--- config.mk ---
export PLATFORM = sky130hd
export DESIGN_NAME = r8mbe_ppacc
export DESIGN_NICKNAME = d
export VERILOG_FILES = /design/src/rtl/r8mbe_ppacc.sv
export SDC_FILE = /design/constraint.sdc
export NUM_CORES = 1
export LEC_CHECK = 0
export BUFFER_PORTS_ARGS = -buffer_cell sky130_fd_sc_hd__buf_4
export CORE_MARGIN = 3
export CORE_UTILIZATION = 35
export DETAILED_ROUTE_END_ITERATION = 8
export PLACE_DENSITY_LB_ADDON = 0.12
export SETUP_SLACK_MARGIN = 0.1
export SYNTH_ARGS = -nofsm -noshare
export SYNTH_HDL_FRONTEND = slang
export SYNTH_SLANG_ARGS = --single-unit
--- constraint.sdc ---
create_clock -name clk_i -period 6.2 [get_ports clk_i]
set_input_delay 0.62 -clock clk_i [delete_from_list [all_inputs] [get_ports clk_i]]
set_output_delay 0.62 -clock clk_i [all_outputs]
set_load 0.03 [all_outputs]
--- src/rtl/r8mbe_ppacc.sv ---
// Radix-8 MBE partial-product accumulator: sums N_PP weighted PPs sequentially.
// Define R8MBE_PPACC_DUAL_ADD_EN to add two partial products per ACCUM cycle.
module r8mbe_ppacc #(
    parameter  int WIDTH_PPG = 14,
    parameter  int N_PP      = 8,
    localparam int PROD_W    = WIDTH_PPG + 3*(N_PP-1)
) (
    input  logic                      clk_i,
    input  logic                      rst_i,
    input  logic                      in_valid_i,
    output logic                      in_ready_o,
    input  logic [N_PP*WIDTH_PPG-1:0] pp_i,
    input  logic [N_PP-1:0]           pp_neg_i,
    output logic                      out_valid_o,
    input  logic                      out_ready_i,
    output logic [PROD_W-1:0]         prod_o,
    output logic                      busy_o
);

    localparam int SEL_W = (N_PP > 2) ? $clog2(N_PP) : 1;

`ifdef R8MBE_PPACC_DUAL_ADD_EN
    localparam int STEP = 2;
`else
    localparam int STEP = 1;
`endif

    localparam logic [SEL_W-1:0] IDX_LAST = SEL_W'(N_PP - STEP);
    localparam logic [SEL_W-1:0] IDX_STEP = SEL_W'(STEP);

    localparam logic [1:0] S_IDLE  = 2'd0;
    localparam logic [1:0] S_ACCUM = 2'd1;
    localparam logic [1:0] S_DONE  = 2'd2;

    logic [1:0]                r_state;
    logic [N_PP*WIDTH_PPG-1:0] r_pp;
    logic [N_PP-1:0]           r_neg;
    logic [PROD_W-1:0]         r_acc;
    logic [SEL_W-1:0]          r_idx;

    logic [WIDTH_PPG-1:0]      w_pp [N_PP];
    logic [SEL_W+1:0]          w_sh0;
    logic [PROD_W-1:0]         w_add;

    // Sign-extend a PP, apply its +1 negate correction, then weight it.
    function automatic logic [PROD_W-1:0] f_term(
        input logic [WIDTH_PPG-1:0] pp,
        input logic                 neg,
        input logic [SEL_W+1:0]     sh
    );
        logic [PROD_W-1:0] v;
        v = {{(PROD_W-WIDTH_PPG){pp[WIDTH_PPG-1]}}, pp}
          + {{(PROD_W-1){1'b0}}, neg};
        return v << sh;
    endfunction

    for (genvar g = 0; g < N_PP; g++) begin : g_unpack
        assign w_pp[g] = r_pp[g*WIDTH_PPG +: WIDTH_PPG];
    end

    // Shift for PP[idx] is 3*idx, formed as idx + 2*idx.
    assign w_sh0 = {2'b00, r_idx} + {1'b0, r_idx, 1'b0};

`ifdef R8MBE_PPACC_DUAL_ADD_EN
    logic [SEL_W-1:0] w_idx1;
    logic [SEL_W+1:0] w_sh1;

    assign w_idx1 = r_idx + SEL_W'(1);
    assign w_sh1  = w_sh0 + (SEL_W+2)'(3);
    assign w_add  = f_term(w_pp[r_idx], r_neg[r_idx], w_sh0)
                  + f_term(w_pp[w_idx1], r_neg[w_idx1], w_sh1);
`else
    assign w_add  = f_term(w_pp[r_idx], r_neg[r_idx], w_sh0);
`endif

    // Control FSM and accumulator datapath; reset aborts any operation.
    always_ff @(posedge clk_i) begin
        if (rst_i) begin
            r_state <= S_IDLE;
            r_acc   <= '0;
            r_idx   <= '0;
            r_pp    <= '0;
            r_neg   <= '0;
        end else begin
            case (r_state)
                S_IDLE: begin
                    if (in_valid_i) begin
                        r_pp    <= pp_i;
                        r_neg   <= pp_neg_i;
                        r_acc   <= '0;
                        r_idx   <= '0;
                        r_state <= S_ACCUM;
                    end
                end
                S_ACCUM: begin
                    r_acc <= r_acc + w_add;
                    r_idx <= r_idx + IDX_STEP;
                    if (r_idx == IDX_LAST) begin
                        r_state <= S_DONE;
                    end
                end
                S_DONE: begin
                    if (out_ready_i) begin
                        r_state <= S_IDLE;
                    end
                end
                default: begin
                    r_state <= S_IDLE;
                end
            endcase
        end
    end

    assign in_ready_o  = (r_state == S_IDLE);
    assign out_valid_o = (r_state == S_DONE);
    assign busy_o      = (r_state != S_IDLE);
    assign prod_o      = r_acc;

endmodule

==> impl_summary.md, run 1 <==
Status
The run finished with clean final reports.

Cells and area
The relative area change from synthesis to final layout is 23.15%. The final antenna diode count is 0. The area of all placed cells without fillers is 12350 um^2. The final layout contains 1572 nets.

The utilization of the core after routing is 0.4408. The fraction of final layout cells sized beyond drive strength 1 is 0.2093. The finished layout holds 1797 standard cells, fillers aside. The layout has 2850 filler cells.

Die
The placeable core region is 28010 um^2. The effective utilization at floorplan is 0.3580. In this run the horizontal extent of the chip is 175.3 um.

The floorplan has 61 rows. The die is 175.3 um tall. The floorplan step defined a die boundary enclosing 30720 um^2. During I/O placement, the number of pins put on the boundary was 162.

Critical path
Among cell families on the critical path, the largest total delay comes from compound AO/OA/AOI/OAI gates. The worst setup path is launched from a flop. The cell with the biggest individual delay on the critical path is sky130_fd_sc_hd__mux4_1.

The data required time at the worst endpoint is 6.51 ns. The worst setup path is captured at a flop. Along the worst path, the maximum fanout reaches 9. The critical path arrival is 6.07 ns. The sum of buffers and inverters on the critical path is 2.

The worst setup path category is flop to flop. By instance count, the cell type seen most on the critical path is sky130_fd_sc_hd__o21ai_0. The largest stage delay on the critical path is 0.61 ns.

Placement
The routability congestion estimate is 0.8771. The worst setup slack before clock tree synthesis is -0.02805 ns. The cell count after placement is 1762.

The instance area at placement is 11640 um^2. The detailed placer's ending HPWL is 23.84 mm. Buffers placed on the I/O ports in this run total 161.

Synthesis
Counting flops with an async set or reset pin after synthesis yields a share of 0. The synthesized net count is 1437. The mean instance size in the synthesized netlist is 7.889 um^2. Sorting the synthesized cells by how often they occur yields sky130_fd_sc_hd__nand2_1 (334), sky130_fd_sc_hd__a21oi_1 (196), sky130_fd_sc_hd__dfxtp_1 (160), sky130_fd_sc_hd__clkbuf_1 (71), sky130_fd_sc_hd__nor2_1 (60). Sorting the synthesized cells by area gives the leading types as sky130_fd_sc_hd__dfxtp_1 (32%), sky130_fd_sc_hd__nand2_1 (13%), sky130_fd_sc_hd__a21oi_1 (9.8%), sky130_fd_sc_hd__mux4_2 (6.3%), sky130_fd_sc_hd__ha_1 (5.0%).

The cell area after technology mapping is 10030 um^2. The dominant cell type by area after synthesis is sky130_fd_sc_hd__dfxtp_1. Yosys printed 0 warnings. Of the synthesized area, sequential elements account for 0.3194. After synthesis the netlist holds a flip-flop and latch count of 160. After technology mapping, the gate count stands at 1271. The most repeated cell in the gate-level netlist after synthesis is sky130_fd_sc_hd__nand2_1. The synthesized netlist contains 71 unique library cells. The most used flip-flop cell after synthesis is sky130_fd_sc_hd__dfxtp_1. The fraction of synthesized cell area taken by the top area cell type is 0.3194. In this run, synthesis inferred 0 flip-flops with an integrated enable.

Route
The iteration count of the initial detailed-routing pass is 5. The count of nets left with antenna violations once routing finished came out at 0. Summed over all layers, the routed wires come to 31.59 mm. The detailed router finished its first iteration with 742 violations. Summing over every cut layer, the via total after detailed routing is 9475. The number of DRC violations after detailed routing is 0.

In the final routed layout, each cell accounts on average for 17.58 um. The ratio of routed vias to standard cells is 5.273.

Power and ir drop
Of the total power, the share spent switching nets is 0.3315. Total power for the finished layout comes to 2.910 mW. IR analysis of the VDD net gives a maximum drop of 163.3 uV. The share of total power dissipated in sequential elements is 0.392. The share of total power dissipated in the clock network is 0.391. For this design the total switching power over the nets is 0.9646 mW. For this design the ratio of total power to cell area is 235.6 nW/um^2. The combinational power share is 0.218. The cell internal power dissipation is 1.945 mW. Summed over all cells, the static leakage comes to 5.237 nW.

Clock tree
The cell sitting at the root of the clock tree is a sky130_fd_sc_hd__clkbuf_16. After clock tree synthesis, the flow added hold-fix buffers numbering 0. Clock tree synthesis found a total of 160 sinks.

Clock latency on the worst-skew pair, taken at its later pin, is 0.44 ns. In this run the deepest clock path goes through 2 buffers. After clock tree synthesis, the clock-pin slew on the worst setup and hold paths is 0.08 ns. The H-tree generated during clock tree synthesis spans 4 levels.

The total CTS buffers is 17. The clock tree from TritonCTS is yes.

Global routing
The wire length of the first global-routing pass is 49.94 mm. The total grt overflow is 0. The via count of the first global-routing pass is 9179. The largest net degree at the start of global routing is 99. The initial antenna violation count came to 0. The total global-route track usage is 0.2029.

Timing
Between clock sinks in the finished design, the worst skew comes to 0.01458 ns. Across all setup checks in the final design, the least slack found is 0.4403 ns. The top achievable clock speed is 173.6 MHz. The final number of hold-violating endpoints is 0. The final critical-path required period is 5.760 ns. The post-route fraction of the period consumed by the critical path is 0.9290. The setup total negative slack is 0 ns. Setup repair after global routing could not meet its margin everywhere. For the pin with the worst max-slew slack, the measured transition is 1.025 ns. The tightest hold path in the finished design has a slack of 0.4239 ns. Setup violations remaining at the end of the flow were counted as 0. The max-slew violation total from the final report came to 0. The worst relative slew slack is 0.3165.

Hold path
The worst hold path belongs to the class primary input to flop.

Flow run
The max-cap check violation count is 0.
## cell families (layout without fill, tap and decap cells)
logic type      after synthesis  in the layout  synth area share
mux                          79             79            0.1278
flops                       160            160            0.3194
fa+ha+maj                    42             42           0.05391
buf+inv                     101            249           0.04505
simple gates                522            522            0.2240
xor+xnor                     40             40           0.03494
compound gates              327            327            0.1949
## sequential cells by signal (all words and copies together) (netlist names)
name     flops
r_pp       112
prod_o      35
r_neg        8
r_idx        3
r_state      2
## final timing paths
| check | startpoint | to | slack [ns] | cells after the start |
|---|---|---|---|---|
| worst max register to register | r_idx[0] | prod_o[23] | 0.44 | 25 |
| worst min-delay path | pp_i[55] | r_pp[55] | 0.42 | 3 |
| worst min register to register | r_pp[14] | r_pp[14] | 0.45 | 2 |
| worst max-delay path | r_idx[0] | prod_o[23] | 0.44 | 25 |
## metal layers
metal	global-route usage	routed length (um)	vias up
li1	-	-	4747
met1	0.2776	14800	4502
met2	0.3420	15300	209
met3	0.03070	1145	17
met4	0.04056	350	0
met5	0	0	-
## final cells by class
cell class | count | area, um^2 | area share
tap | 378 | 473.0 | 0.03830
clock inverter | 15 | 217.7 | 0.01763
inverter | 14 | 52.55 | 0.004256
clock buffer | 17 | 425.4 | 0.03445
multi-input combinational | 1010 | 6431 | 0.5208
timing repair buffer | 203 | 1536 | 0.1244
sequential | 160 | 3212 | 0.2601
## power by group through the flow
stage,Sequential [mW],Clock (mW),Combinational (mW)
floorplan,1.16,0,0.397
global placement,1.16,0,0.623
detailed placement,1.17,0,0.626
CTS,1.14,1.16,0.629
global route,1.15,1.20,0.700
finish,1.14,1.14,0.633
## worst register-to-register path: stages, from the launching register on
cell and delay, ns:
sky130_fd_sc_hd__dfxtp_4 0.44, sky130_fd_sc_hd__buf_4 0.23, sky130_fd_sc_hd__mux4_1 0.61, sky130_fd_sc_hd__and4_4 0.23
sky130_fd_sc_hd__o211a_1 0.27, sky130_fd_sc_hd__nand3_1 0.17, sky130_fd_sc_hd__xor2_1 0.11, sky130_fd_sc_hd__mux2_2 0.28
sky130_fd_sc_hd__mux2_2 0.30, sky130_fd_sc_hd__nand2_1 0.07, sky130_fd_sc_hd__o21ai_0 0.13, sky130_fd_sc_hd__a21oi_2 0.25
sky130_fd_sc_hd__nor2_1 0.09, sky130_fd_sc_hd__ha_1 0.35, sky130_fd_sc_hd__o21ai_0 0.18, sky130_fd_sc_hd__nand2b_1 0.10
sky130_fd_sc_hd__nand3_1 0.11, sky130_fd_sc_hd__a2bb2oi_1 0.14, sky130_fd_sc_hd__o21ai_0 0.18, sky130_fd_sc_hd__buf_4 0.21
sky130_fd_sc_hd__a211o_1 0.29, sky130_fd_sc_hd__a21oi_1 0.22, sky130_fd_sc_hd__o21ai_0 0.18, sky130_fd_sc_hd__a31oi_1 0.27
sky130_fd_sc_hd__xor2_1 0.16, sky130_fd_sc_hd__o21ai_0 0.08
## timing repair
item | in CTS | in global routing
cloned | 0 | 0
setup buffers | 0 | 3
resized for setup | 1 | 11
pin swaps | 0 | 5
hold endpoints to repair | 0 | 0
setup endpoints to repair | 2 | 6
## layout by cell type, fill, tap and decap left out, drive strengths merged, types with 7 or more instances in the layout
cell type / count
clkinv: 9
mux2: 8
mux4: 36
nor2: 60
and2: 13
nand2: 334
a21oi: 196
buf: 203
a211oi: 7
mux2i: 35
clkbuf: 17
nand2b: 14
dfxtp: 160
o21ai: 40
ha: 40
nand4: 8
nand3: 53
inv: 19
a21o: 18
o21a: 7
nor3: 7
xor2: 22
nor2b: 9
xnor2: 18
a31oi: 7
Power figures use the tool's default switching activity.
==> run 2: changes to the inputs <==
--- a/config.mk
+++ b/config.mk
@@ -9,7 +9,6 @@
 export CORE_MARGIN = 3
 export CORE_UTILIZATION = 35
 export DETAILED_ROUTE_END_ITERATION = 8
-export PLACE_DENSITY_LB_ADDON = 0.12
 export SETUP_SLACK_MARGIN = 0.1
 export SYNTH_ARGS = -nofsm -noshare
 export SYNTH_HDL_FRONTEND = slang
==> run 2 against run 1 <==
  * Critical path depth down 3
  * First-iteration DRC count up 4.0%
  * Total power down 1.4%
  * Register-to-register slack better by 0.03 ns
  * Clock skew about the same
  * Non-clock buffer count down 11
  * Hold slack better by 0.0012 ns
  * Global-route usage down 0.46 points
  * Sequential cell count unchanged
  * Die area unchanged
  * Sequential share of layout area up 0.33 points
==> impl_summary.md, run 2 (synthesis gave the netlist of run 1 again) <==
Status
The flow ran to the end, and the final reports show no timing, DRC or antenna violations.

Die
The total die area is 30720 um^2. The floorplan step set the die width to 175.3 um. The effective utilization at floorplan is 0.3580.

The core region is 28010 um^2. The number of placement rows is 61. Pin placement for this block handled 162 I/O pins. The die boundary height is 175.3 um.

Hold path
The min-delay analysis places its worst path in the category primary input to flop. The origin of the worst min-delay path is pp_i[60]. The worst hold path terminates at r_pp[60]. The worst hold path stage count is 3.

Critical path
Among all stages on the critical path, the largest delay is contributed by sky130_fd_sc_hd__mux4_1. Counting both buffers and inverters, the worst setup path holds a total of 1. The setup check on the worst reg-to-reg path leaves a slack of 0.47 ns.

The count of cell instances traversed by the critical path is 22. The startpoint type of the worst setup path is a flop. STA classifies the critical path endpoint as a flop.

The critical path is of the flop to flop type. The endpoint of the most critical register-to-register path is prod_o[31]. Traced cell by cell, the critical path runs through buf_4 > mux4_1 > and4_4 > o211a_1 > a211o_1 > and2_1 > o21a_1 > o22ai_1 > nand2_1 > a22oi_1 > ha_1 > a21oi_1 > o21ai_0 > a21o_1 > a21o_1 > a21o_1 > a21oi_1 > o21ai_1 > a221o_1 > o31a_1 > o21a_1 > o31ai_1. The data required time at the worst endpoint is 6.54 ns. STA puts the critical path data arrival time at 6.07 ns. The dominant cell type by count on the critical path is sky130_fd_sc_hd__a21o_1.

The largest stage delay on the critical path is 0.60 ns. The depth of the most critical reg-to-reg path is 22. The kind of cell with the highest combined delay along the critical path is compound AO/OA/AOI/OAI gates.

The maximum fanout encountered on the critical timing path is 10. The launching point of the worst reg2reg path is r_idx[0].

Route
For this run, the detailed router's first-pass iteration total came to 5. The number of routed nets with antenna violations is 0. The total via count in the routed design is 9451. Dividing the detail-routed wire length by the instance count gives 17.32 um. Wires add up to 30.91 mm. Dividing the detail-routed via count by the number of cells gives 5.295. The number of DRC violations after detailed-routing iteration 0 is 772. The number of DRC violations after detailed routing is 0.

Clock tree
The post-CTS repair timing setup buffer count is 0. The root buffer cell chosen for the clock tree is sky130_fd_sc_hd__clkbuf_16. The count of H-tree levels built during CTS is 4. Counting every sink on the clock net gives 160. The source-to-sink clock delay at the later pin of the worst-skew pair is 0.44 ns. TritonCTS built the clock tree. The maximum buffer depth of the clock tree is 2. The total CTS buffers is 17. Clock-pin slew was measured on the worst setup and hold paths at 0.08 ns.

Global routing
The met3 track utilization from global routing is 0.03891. For met2 alone, demand over resource in global routing was 0.3261. The via count of the first global-routing pass is 9065.

The global routing stage identified its most utilized layer as met2. The total overflow left after global routing is 0. In the global route stage, overall resource usage came out at 0.1983. The first global-routing pass estimated 48.75 mm of wire. The initial antenna violation count came to 0. Entering global routing, the biggest net connects 98 pins. For met1 alone, demand over resource in global routing was 0.2657.

Timing
On the final layout, the worst clock skew is 0.01503 ns. The tightest hold path in the finished design has a slack of 0.4251 ns. Derived from the worst setup path, the maximum achievable clock frequency is 174.5 MHz. The max-slew violation total from the final report is 0. Setup repair after global routing could not meet its margin everywhere.

The final worst-path setup slack is 0.4704 ns. The setup total negative slack is 0 ns. The routed design could run at a clock period as short as 5.730 ns.

The post-route fraction of the period consumed by the critical path is 0.9241. The final number of hold-violating endpoints came to 0. Headroom to the max-slew limit came out at 0.3317.

The pin slew with the least headroom to its limit is 1.002 ns. The final count of negative-setup-slack endpoints is 0.

Cells and area
In the final layout, flip-flops and latches occupy 3214 um^2. The final standard cell count with taps included and fillers excluded is 1785. The utilization of the core after routing is 0.4357. In the layout the commonest cells are sky130_fd_sc_hd__nand2_1 (333), sky130_fd_sc_hd__a21oi_1 (195), sky130_fd_sc_hd__buf_4 (192). The multi-input combinational cells in the finished layout cover a total of 6409 um^2. After routing the design area is 12200 um^2.

The register containing the most flip-flops in the final layout is r_pp. The register with the most flip-flops in the layout has 112 of them. The library cell used most frequently in the layout, excluding fill and tap cells, is sky130_fd_sc_hd__nand2_1. The final layout contains 1561 nets. The fraction of final layout cells sized beyond drive strength 1 is 0.1990. The filler cell count is 2922.

The relative area change from synthesis to final layout is 21.71%. The final antenna diode count is 0.

Power and ir drop
The static leakage is 5.170 nW. The power per unit of standard cell area is 235.1 nW/um^2. The maximum vdd ir drop is 165.1 uV. Total power for the finished layout comes to 2.869 mW.

Placement
The cell count after placement is 1754. Port buffering added 161 buffers. The routability congestion estimate is 0.8650.

Detailed placement finished with a half-perimeter wire length of 23.69 mm. The worst setup slack before clock tree synthesis is 0.2528 ns. In this run the cell area measured after placement is 11560 um^2.

Flow run
The max-cap check violation count is 0.
-- run 2: cell count changes in the layout (fill, tap and decap cells not counted), moves of 2 or more --
cell                       delta
sky130_fd_sc_hd__clkinv_4     -2
sky130_fd_sc_hd__a21oi_2      -2
sky130_fd_sc_hd__inv_8        +3
sky130_fd_sc_hd__clkinv_8     -5
sky130_fd_sc_hd__buf_4       -10
sky130_fd_sc_hd__inv_6        +2
sky130_fd_sc_hd__a21oi_1      +2
-- run 2: how the worst max path moves through the flow --
| stage | start | to | slack [ns] |
|---|---|---|---|
| global route | r_idx[0] | prod_o[34] | 0.08 |
| global placement | r_idx[0] | prod_o[34] | 0.29 |
| detailed placement | r_idx[0] | prod_o[34] | 0.25 |
| finish | r_idx[0] | prod_o[31] | 0.47 |
| CTS | r_idx[0] | prod_o[34] | 0.23 |
| floorplan | r_idx[0] | prod_o[34] | 0.10 |
-- run 2: timing repair --
action                     CTS  global route
setup endpoints to repair    0             7
gates resized for setup      0            10
hold buffers                 0             0
-- run 2: cell type report --
type / instances / area share
Sequential cell: 160 / 0.2634
Multi-Input combinational cell: 1010 / 0.5251
Clock buffer: 17 / 0.03486
Timing Repair Buffer: 192 / 0.1181
Tap cell: 378 / 0.03875
Clock inverter: 14 / 0.01548
Inverter: 14 / 0.004306
-- run 2: routing by layer --
| metal | share of wire | wire [um] |
|---|---|---|
| met1 | 0.46 | 14240 |
| met2 | 0.47 | 14500 |
| met3 | 0.048 | 1475 |
| met4 | 0.023 | 696 |
| met5 | 0 | 0 |
-- run 2: worst min-delay path, delay by kind of cell --
kind	cells	cell delay, ns
buffers and inverters	1	0.11
AOI/OAI and AO/OA	1	0.05
and+or+nand+nor	1	0.04
-- run 2: power by group --
part	switching (mW)	internal (mW)	leakage, nW	total, mW
clock	0.500	0.617	0.304	1.12
combinational	0.354	0.254	3.55	0.608
sequential	0.0579	1.09	1.31	1.14
total	0.912	1.96	5.17	2.87
==> run 3: changes to the inputs <==
--- a/config.mk
+++ b/config.mk
@@ -9,7 +9,9 @@
 export CORE_MARGIN = 3
 export CORE_UTILIZATION = 35
 export DETAILED_ROUTE_END_ITERATION = 8
+export RECOVER_POWER = 100
 export SETUP_SLACK_MARGIN = 0.1
+export SKIP_CTS_REPAIR_TIMING = 1
 export SYNTH_ARGS = -nofsm -noshare
 export SYNTH_HDL_FRONTEND = slang
 export SYNTH_SLANG_ARGS = --single-unit
==> run 3 against run 2 <==
  * Final cell count unchanged
  * Count of clock-buffer cells in the layout unchanged
  * Sequential cell count unchanged
  * Combinational power down 1%
  * Critical endpoint unchanged
  * Sequential power about the same
  * Register-to-register slack worse by 0.02 ns
  * Utilization down 0.59 points
  * The run now ends with capacitance limit, slew limit left
  * Maximum frequency down 0.36%
  * Global-route usage unchanged
  * Hold slack worse by 0.0013 ns
==> impl_summary.md, run 3 (synthesis gave the netlist of run 1 again) <==
Cells and area
The final antenna diode count is 0. The library cell used most frequently in the layout, excluding fill and tap cells, is sky130_fd_sc_hd__nand2_1. The library cells used most frequently in the layout, excluding fill and tap cells, are sky130_fd_sc_hd__nand2_1 (333), sky130_fd_sc_hd__a21oi_1 (195), sky130_fd_sc_hd__dfxtp_1 (157). The register with the most flip-flops in the layout has 112 of them.

The total number of nets in the final design is 1561. Of the cells placed in the final design, the portion with a size suffix greater than 1 is 0.1677. The register containing the most flip-flops in the final layout is r_pp. The area of all placed cells without fillers is 12040 um^2. Relative to the synthesized area, the layout overhead comes to 20.06%.

Timing
Setup repair after global routing could not meet its margin everywhere. The worst path in the final design needs a cycle of 5.750 ns, including I/O delays and setup. The pin slew with the least headroom to its limit is 3.539 ns. The setup total negative slack is 0 ns. Setup violations remaining at the end of the flow were counted as 0. Derived from the worst setup path, the maximum achievable clock frequency is 173.9 MHz. The post-route clock skew is 0.01603 ns. The post-route fraction of the period consumed by the critical path is 0.9275. The worst path meets setup with 0.4498 ns of slack. Measured against its own limit, the worst slew margin works out to -1.359. The final number of hold-violating endpoints is 0. The max-slew violation total from the final report is 209. Across all hold checks on the routed design, the worst slack comes to 0.4238 ns.

Die
The I/O pin count is 162. Measured along the y axis, the die boundary spans 175.3 um. The placeable core region is 28010 um^2. The effective utilization at floorplan is 0.3580. The die boundary width is 175.3 um. The total die area is 30720 um^2. The number of placement rows is 61.

Placement
After legalization and detailed placement, the total HPWL measured 23.69 mm. Timing analysis after detailed placement gives a worst setup slack of 0.2528 ns. Routability-driven placement finished with a final weighted congestion of 0.8650.

The instance area at placement is 11560 um^2. Input and output buffers added on the ports amount to 161.

Clock tree
The number of sinks driven by the clock tree is 160. TritonCTS built the clock tree. After clock tree synthesis, the clock-pin slew on the worst setup and hold paths is 0.08 ns. The count of H-tree levels built during CTS is 4. The root cell of the clock tree is sky130_fd_sc_hd__clkbuf_16. Counting the buffers created by CTS gives 17. At the later pin of the worst-skew pair, clock insertion delay measures 0.44 ns. Counting along the longest clock path gives a buffer depth of 2.

Power and ir drop
Power spread over the standard cell area amounts to 238.0 nW/um^2. The static leakage is 4.990 nW. Across the VDD grid, the largest voltage drop is 165.1 uV.

Route
The average wire per standard cell is 17.32 um. The total wirelength of the detailed-routed design is 30.92 mm. The iteration count of the initial detailed-routing pass is 7. After detailed routing, the number of vias per cell comes to 5.305. The number of DRC violations after detailed-routing iteration 0 is 759. The count of nets left with antenna violations once routing finished came out at 0. The routed layout has 9470 vias. The number of DRC violations after detailed routing is 0.

Critical path
The worst register-to-register path has a depth of 22. The startpoint identified for the worst register-to-register timing path is r_idx[0]. Data on the critical path is required at its endpoint by 6.54 ns.

The destination of the critical timing path is prod_o[31]. The startpoint type of the worst setup path is a flop. The worst setup slack for register-to-register paths is 0.45 ns. The critical path starts at r_idx[0].

The critical path arrival is 6.09 ns. In this run the critical register-to-register path is captured at prod_o[31]. The maximum fanout encountered on the critical timing path is 10. The worst setup path category is flop to flop. The endpoint kind of the worst setup timing path is a flop.

Global routing
The first global-routing pass estimated 48.75 mm of wire. Entering global routing, the biggest net connects 98 pins. The total global-route track usage is 0.1983.

The via count of the first global-routing pass is 9065. For this run the aggregate overflow at the end of global routing stands at 0. The initial antenna violation count came to 0.

Status
The run finished, with violations left. The checks that failed: capacitance limit, slew limit.

Flow run
The tool flagged a number of max-cap violations equal to 3.

Hold path
The class of the tightest hold or removal check is primary input to flop.
-- run 3: changes by cell type in the layout (fill, tap and decap cells not counted), sizes merged --
cell,change
buf,-42
clkbuf,+42
-- run 3: how the worst min path moves through the flow --
stage             start        to  slack (ns)  cells after the start
2_1_floorplan  r_pp[21]  r_pp[21]        0.43                      2
3_3_place_gp   r_pp[69]  r_pp[69]        0.44                      2
3_5_place_dp   r_neg[7]  r_neg[7]        0.44                      2
4_1_cts        pp_i[60]  r_pp[60]        0.41                      3
5_1_grt        pp_i[76]  r_pp[76]        0.41                      3
6_report       pp_i[60]  r_pp[60]        0.42                      3
-- run 3: per-layer routing --
metal | routed length (um) | vias to the layer above | GRT usage
met5 | 0 | - | 0
met4 | 709 | 0 | 0.05652
met3 | 1615 | 36 | 0.03891
met2 | 14420 | 286 | 0.3261
met1 | 14180 | 4428 | 0.2657
li1 | - | 4720 | -
-- run 3: critical path, cell delays in order, from the launching register on --
cell and delay, ns:
sky130_fd_sc_hd__dfxtp_4 0.41, sky130_fd_sc_hd__buf_4 0.22, sky130_fd_sc_hd__mux4_1 0.61, sky130_fd_sc_hd__and4_4 0.24, sky130_fd_sc_hd__o211a_1 0.29, sky130_fd_sc_hd__a211o_1 0.30, sky130_fd_sc_hd__and2_0 0.20, sky130_fd_sc_hd__o21a_1 0.20
sky130_fd_sc_hd__o22ai_1 0.27, sky130_fd_sc_hd__nand2_1 0.09, sky130_fd_sc_hd__a22oi_1 0.40, sky130_fd_sc_hd__ha_1 0.34, sky130_fd_sc_hd__a21oi_1 0.15, sky130_fd_sc_hd__o21ai_0 0.12, sky130_fd_sc_hd__a21o_1 0.19, sky130_fd_sc_hd__a21o_1 0.17
sky130_fd_sc_hd__a21o_1 0.17, sky130_fd_sc_hd__a21oi_1 0.13, sky130_fd_sc_hd__o21ai_1 0.14, sky130_fd_sc_hd__a221o_1 0.41, sky130_fd_sc_hd__o31a_1 0.27, sky130_fd_sc_hd__o21a_1 0.17, sky130_fd_sc_hd__o31ai_1 0.17
-- run 3: cell type report --
cell class / instances / area, um^2
sequential: 160 / 3214
fill: 2975 / 15970
multi-input combinational: 1010 / 6401
tap: 378 / 473.0
inverter: 14 / 52.55
clock buffer: 17 / 425.4
clock inverter: 14 / 188.9
timing repair buffer: 192 / 1284
-- run 3: power by group --
group	internal, mW	switching [mW]
Combinational	0.247	0.354
Clock	0.617	0.503
Sequential	1.09	0.0574
-- run 3: stage by stage --
step,utilization,power (mW),instances
after floorplan,-,1.558,1271
after global placement,0.4127,1.770,1754
after detailed placement,0.4127,1.775,1754
after CTS,0.4346,2.891,1785
after global routing,0.4298,2.999,1785
final,0.4298,2.865,1785
